### src/rtl/cplx_round_clip_if.sv
// Stream bundle for cplx_round_clip: input beat, output beat and saturation counter access.
interface cplx_round_clip_if #(
  parameter int WIDTH_IN  = 48,
  parameter int WIDTH_OUT = 16
);
  logic [2*WIDTH_IN-1:0]  i_tdata;
  logic                   i_tlast;
  logic                   i_tvalid;
  logic                   i_tready;
  logic [2*WIDTH_OUT-1:0] o_tdata;
  logic                   o_tlast;
  logic                   o_tvalid;
  logic                   o_tready;
  logic                   sat_clear;
  logic [15:0]            sat_count;

  modport master (
    output i_tdata, i_tlast, i_tvalid, o_tready, sat_clear,
    input  i_tready, o_tdata, o_tlast, o_tvalid, sat_count
  );

  modport slave (
    input  i_tdata, i_tlast, i_tvalid, o_tready, sat_clear,
    output i_tready, o_tdata, o_tlast, o_tvalid, sat_count
  );
endinterface

### src/rtl/cplx_round_clip.sv
// Complex I/Q round-half-up, shift and clip; 2-stage elastic pipeline, latency 2, full throughput.
// Saturated-beat counter built only when CPLX_ROUND_CLIP_SAT_CNT_EN is defined.
module cplx_round_clip #(
  parameter int WIDTH_IN  = 48,
  parameter int WIDTH_OUT = 16,
  parameter int DROP_LSB  = 15
) (
  input logic clk,
  input logic reset,
  cplx_round_clip_if.slave bus
);
  localparam int SW = WIDTH_IN + 1 - DROP_LSB;
  // Half an output LSB; shifting a one up then back down yields zero when nothing is dropped.
  localparam logic [WIDTH_IN:0] RND = ({{WIDTH_IN{1'b0}}, 1'b1} << DROP_LSB) >> 1;
  localparam logic signed [SW-1:0] MAXV = {{(SW-WIDTH_OUT+1){1'b0}}, {(WIDTH_OUT-1){1'b1}}};
  localparam logic signed [SW-1:0] MINV = {{(SW-WIDTH_OUT+1){1'b1}}, {(WIDTH_OUT-1){1'b0}}};

  function automatic logic signed [SW-1:0] round_shift(input logic [WIDTH_IN-1:0] x);
    logic [WIDTH_IN:0] s;
    s = {x[WIDTH_IN-1], x} + RND;
    return s[WIDTH_IN:DROP_LSB];
  endfunction

  function automatic logic [WIDTH_OUT-1:0] clip(input logic signed [SW-1:0] v);
    if (v > MAXV)      return MAXV[WIDTH_OUT-1:0];
    else if (v < MINV) return MINV[WIDTH_OUT-1:0];
    else               return v[WIDTH_OUT-1:0];
  endfunction

  function automatic logic ovf(input logic signed [SW-1:0] v);
    return (v > MAXV) || (v < MINV);
  endfunction

  logic                   s1_vld, s1_last;
  logic signed [SW-1:0]   s1_i, s1_q;
  logic                   s2_vld, s2_last;
  logic [2*WIDTH_OUT-1:0] s2_dat;
  logic                   s1_rdy, s2_rdy;

  assign s2_rdy       = ~s2_vld | bus.o_tready;
  assign s1_rdy       = ~s1_vld | s2_rdy;
  assign bus.i_tready = s1_rdy;
  assign bus.o_tvalid = s2_vld;
  assign bus.o_tdata  = s2_dat;
  assign bus.o_tlast  = s2_last;

  always_ff @(posedge clk) begin
    if (reset) begin
      s1_vld  <= 1'b0;
      s1_last <= 1'b0;
      s1_i    <= '0;
      s1_q    <= '0;
      s2_vld  <= 1'b0;
      s2_last <= 1'b0;
      s2_dat  <= '0;
    end else begin
      if (s1_rdy) s1_vld <= bus.i_tvalid;
      if (s1_rdy && bus.i_tvalid) begin
        s1_i    <= round_shift(bus.i_tdata[2*WIDTH_IN-1:WIDTH_IN]);
        s1_q    <= round_shift(bus.i_tdata[WIDTH_IN-1:0]);
        s1_last <= bus.i_tlast;
      end
      if (s2_rdy) s2_vld <= s1_vld;
      if (s2_rdy && s1_vld) begin
        s2_dat  <= {clip(s1_i), clip(s1_q)};
        s2_last <= s1_last;
      end
    end
  end

`ifdef CPLX_ROUND_CLIP_SAT_CNT_EN
  logic        s2_sat;
  logic [15:0] sat_cnt;

  always_ff @(posedge clk) begin
    if (reset) begin
      s2_sat <= 1'b0;
    end else if (s2_rdy && s1_vld) begin
      s2_sat <= ovf(s1_i) | ovf(s1_q);
    end
  end

  // Clear takes priority over a coincident counting handshake.
  always_ff @(posedge clk) begin
    if (reset || bus.sat_clear) begin
      sat_cnt <= '0;
    end else if (s2_vld && bus.o_tready && s2_sat && (sat_cnt != 16'hFFFF)) begin
      sat_cnt <= sat_cnt + 16'd1;
    end
  end

  assign bus.sat_count = sat_cnt;
`else
  logic sat_clear_unused;
  assign sat_clear_unused = bus.sat_clear;
  assign bus.sat_count    = '0;
`endif
endmodule

### src/flat_wrapper.sv
// flat-port wrapper written by rule: the top's interface ports become plain ports
module cplx_round_clip_flat 
#(
  parameter int WIDTH_IN  = 48,
  parameter int WIDTH_OUT = 16,
  parameter int DROP_LSB  = 15
)
  (clk, reset, bus_i_tdata, bus_i_tlast, bus_i_tvalid, bus_o_tready, bus_sat_clear, bus_i_tready, bus_o_tdata, bus_o_tlast, bus_o_tvalid, bus_sat_count);
  cplx_round_clip_if #(.WIDTH_IN(WIDTH_IN), .WIDTH_OUT(WIDTH_OUT)) bus_i ();
  input logic clk;
  input logic reset;
  input wire logic [$bits(bus_i.i_tdata)-1:0] bus_i_tdata;
  input wire logic [$bits(bus_i.i_tlast)-1:0] bus_i_tlast;
  input wire logic [$bits(bus_i.i_tvalid)-1:0] bus_i_tvalid;
  input wire logic [$bits(bus_i.o_tready)-1:0] bus_o_tready;
  input wire logic [$bits(bus_i.sat_clear)-1:0] bus_sat_clear;
  output wire logic [$bits(bus_i.i_tready)-1:0] bus_i_tready;
  output wire logic [$bits(bus_i.o_tdata)-1:0] bus_o_tdata;
  output wire logic [$bits(bus_i.o_tlast)-1:0] bus_o_tlast;
  output wire logic [$bits(bus_i.o_tvalid)-1:0] bus_o_tvalid;
  output wire logic [$bits(bus_i.sat_count)-1:0] bus_sat_count;
  assign bus_i.i_tdata = bus_i_tdata;
  assign bus_i.i_tlast = bus_i_tlast;
  assign bus_i.i_tvalid = bus_i_tvalid;
  assign bus_i.o_tready = bus_o_tready;
  assign bus_i.sat_clear = bus_sat_clear;
  assign bus_i_tready = bus_i.i_tready;
  assign bus_o_tdata = bus_i.o_tdata;
  assign bus_o_tlast = bus_i.o_tlast;
  assign bus_o_tvalid = bus_i.o_tvalid;
  assign bus_sat_count = bus_i.sat_count;
  cplx_round_clip #(.WIDTH_IN(WIDTH_IN), .WIDTH_OUT(WIDTH_OUT), .DROP_LSB(DROP_LSB)) u_core (.clk(clk), .reset(reset), .bus(bus_i));
endmodule
### config.mk
export PLATFORM = sky130hd
export DESIGN_NAME = cplx_round_clip_flat
export DESIGN_NICKNAME = d
export VERILOG_FILES = /design/src/rtl/cplx_round_clip_if.sv /design/src/rtl/cplx_round_clip.sv /design/src/flat_wrapper.sv
export SDC_FILE = /design/constraint.sdc
export NUM_CORES = 1
export LEC_CHECK = 0
export ABC_CLOCK_PERIOD_IN_PS = 3300
export BUFFER_PORTS_ARGS = -buffer_cell sky130_fd_sc_hd__buf_2
export CAP_MARGIN = 10
export CORE_ASPECT_RATIO = 1.2
export CORE_MARGIN = 5
export CORE_UTILIZATION = 51
export CTS_CLUSTER_SIZE = 8
export DETAILED_ROUTE_END_ITERATION = 7
export PLACE_DENSITY_LB_ADDON = 0.08
export SYNTH_ARGS = -nofsm -noshare
export SYNTH_HDL_FRONTEND = slang
export SYNTH_SLANG_ARGS = --single-unit
### constraint.sdc
create_clock -name clk -period 3.3 [get_ports clk]
set_clock_uncertainty 0.15 [all_clocks]
set_input_delay 0.66 -clock clk [delete_from_list [all_inputs] [get_ports clk]]
set_output_delay 0.66 -clock clk [all_outputs]
set_load 0.05 [all_outputs]
==> impl_metrics.tcl <==
set metrics [dict create \
    required_ns 3.42 \
    start_util_pct 52.09 \
    fin_crit_sh_pct 71.11 \
    powerDensity_nw_per_um2 476.1 \
    total_leakage_power_nw 2.366 \
    wl_per_cell_um 15.27 \
    post_cts_resized 0 \
    instances_no_fill 867 \
    grt_max_degree 66 \
    via_per_inst 5.606 \
    synth_xor_area_share_pct 9.114 \
    seq_area_frac_synth_pct 38.01 \
    setup_violations 0 \
    grt_setup_unrepaired "no" \
    hold_path.class "flip-flop to flip-flop" \
    antenna_left 0 \
    synthAdderAreaFrac_pct 0.4568 \
    drt-total-wl_um 13240 \
    topRoutingLayerUsed "met4" \
    critPathKind "input pin to flip-flop" \
    synth-edff-count 0 \
    antenna_found_initial 1 \
    clkSinkCount 104 \
    min_period_ns 2.347 \
    hold_depth 2 \
    dieArea_um2 12920 \
    synthSimpleGateAreaFrac_pct 29.08 \
    worstHoldStart "u_core.bus.o_tdata[15]" \
    synthArstFlopShare_pct 0 \
    maxSlewViolCount 0 \
    synth_mux_area_share_pct 0 \
    wl_met3_um 655 \
    fmax_ghz 0.4261 \
    hold_viol_final 0 \
    r2r_end "u_core.s1_q[30]" \
    io_buffers 107 \
    cts_root_buffer "clkbuf_16" \
    clock_latency_ns 0.34 \
    worstSetupEndpointType "flip-flop" \
    syn_inst 648 \
    cts_buffers 9 \
    most-common-layout-cells "buf_2 (106), dfxtp_1 (104), nor2_1 (94)" \
    outcome "finished, final reports clean" \
    tns_ns 0 \
    layout-drive-gt1-share_pct 22.66 \
    dr.pass1.iters 4 \
    nNetsFinal 836 \
    clk_pin_slew_worst_paths_ns 0.07 \
    die_h_um 123.5 \
    syn2layout_area_growth_pct 13.91 \
    rr_startpoint "u_core.s1_vld" \
    synth_seq_cells 104 \
    tightest_slew_ns 0.6479 \
    synth_area_per_cell_um2 8.453 \
    core_area_um2 10520 \
    dr_wl_met2_um 6577 \
    grt_overflow_total 0 \
    worstPathMaxFanout 49 \
    post-place-cells 850 \
    tritoncts "yes" \
    rows 41 \
    grt.total_usage_pct 20.39 \
    synth_area_um2 5478 \
    reg2reg_slack_ns 1.03 \
    drv_cap 0 \
    m1WireLength_um 5688 \
    drtIter0Drc 126 \
    place.gp.congestion 0.9341 \
    rr_worst_depth 5 \
    die_w_um 104.6 \
    hold-path-endpoint "u_core.bus.o_tdata[15]" \
    synth-compound-area-share_pct 16.77 \
    layout_commonest_cell "buf_2" \
    io_pins 153 \
    cp_data_arrival_time_ns 2.46 \
    yosys_warnings 0 \
    maxSlewHeadroom_pct 56.64 \
    grt_pass1_wl_um 21890 \
    yosysUniqueCellTypes 45 \
    drc 0 \
    ir_worst_vdd_v 0.0002383 \
    htree_levels 3 \
    via_count 4860 \
    synth_top_family_by_area "simple AND/OR/NAND/NOR gates" \
    start_kind "input pin" \
    postCtsHoldBufs 0 \
    dpl.hpwl_um 10000 \
    ctsLongestPathBuffers 2 \
    post-cts-setup-buffer-count 0 \
    ys.flop_type "dfxtp_1" \
    whs_ns 0.3073 \
    grt_pass1_vias 4687 \
]
worst max-delay path by stage:
stage	start	to	slack, ns	depth (start not counted)
final	bus_o_tready	u_core.s1_q[30]	0.95	6
after global routing	bus_o_tready	u_core.s1_q[31]	0.82	6
after CTS	bus_o_tready	u_core.s1_q[29]	0.98	6
after detailed placement	bus_o_tready	u_core.s1_q[29]	0.61	6
after global placement	bus_o_tready	u_core.s1_q[31]	0.66	6
after floorplan	bus_o_tready	u_core.s1_q[31]	0.86	6
power by group:
part           internal, mW  switching [mW]
logic                 0.166           0.378
registers              1.35          0.0561
clock network         0.526           0.497
per-layer routing:
metal,vias up,global-route usage [%]
met5,-,0
met4,0,7.994
met3,22,3.238
met2,128,35.66
met1,2244,25.24
li1,2466,-
kinds of logic after synthesis:
| family | count (synthesis) |
|---|---|
| AOI/OAI and AO/OA | 114 |
| xor gates and xnor gates | 57 |
| adders and majority gates | 2 |
| buffers and inverters | 61 |
| DFF | 104 |
| other | 1 |
| and+or+nand+nor | 309 |
synthesized netlist by cell type, types with 4 or more instances:
master / number / share of area, %
a211oi_1: 58 / 7.9
a211oi_2: 21 / 4.8
a21oi_1: 13 / 1.2
and2_1: 4 / 0.46
and3_1: 13 / 1.5
and4_1: 9 / 1.4
buf_2: 9 / 0.82
buf_4: 19 / 2.6
buf_6: 4 / 0.82
clkbuf_1: 21 / 1.4
dfxtp_1: 104 / 38
inv_1: 6 / 0.41
nand2_1: 78 / 5.3
nand3_1: 33 / 3.0
nand4_1: 28 / 3.2
nor2_1: 94 / 6.4
nor3_1: 6 / 0.55
nor4_1: 15 / 1.7
o211ai_1: 6 / 0.82
o21ai_0: 5 / 0.46
o21ai_1: 7 / 0.64
xnor2_1: 27 / 4.3
xor2_1: 30 / 4.8
stage by stage:
step           cell area [um^2]  power, mW  utilization [%]  worst slack (ns)
6_report                   6240      2.971            59.33            0.9533
3_5_place_dp               5947      1.978            56.55            0.6137
2_1_floorplan              5534      1.831                -            0.8639
3_3_place_gp               5947      1.964            56.55            0.6634
4_1_cts                    6237      2.999            59.31            0.9759
5_1_grt                    6240      3.104            59.33            0.8168
worst max-delay path: stages:
cell      delay [ns]
buf_2           0.08
nand3b_1        0.15
and2_4          0.49
nand2b_1        0.38
or4_1           0.60
o211ai_1        0.10
area by class of cell:
| type | instances | area [um^2] |
|---|---|---|
| sequential | 104 | 2082 |
| clock inverter | 7 | 65.06 |
| antenna | 1 | 2.502 |
| clock buffer | 9 | 225.2 |
| tap | 129 | 161.4 |
| inverter | 6 | 22.52 |
| multi-input combinational | 498 | 3098 |
| fill | 984 | 4277 |
| timing repair buffer | 113 | 583.1 |
flip-flops by register name, indices dropped and copies added, names as in the netlist:
signal               count
u_core.bus.o_tlast       1
u_core.bus.o_tvalid      1
u_core.s1_q             34
u_core.s1_vld            1
u_core.s1_i             34
u_core.bus.o_tdata      32
u_core.s1_last           1
Power figures use the tool's default switching activity.
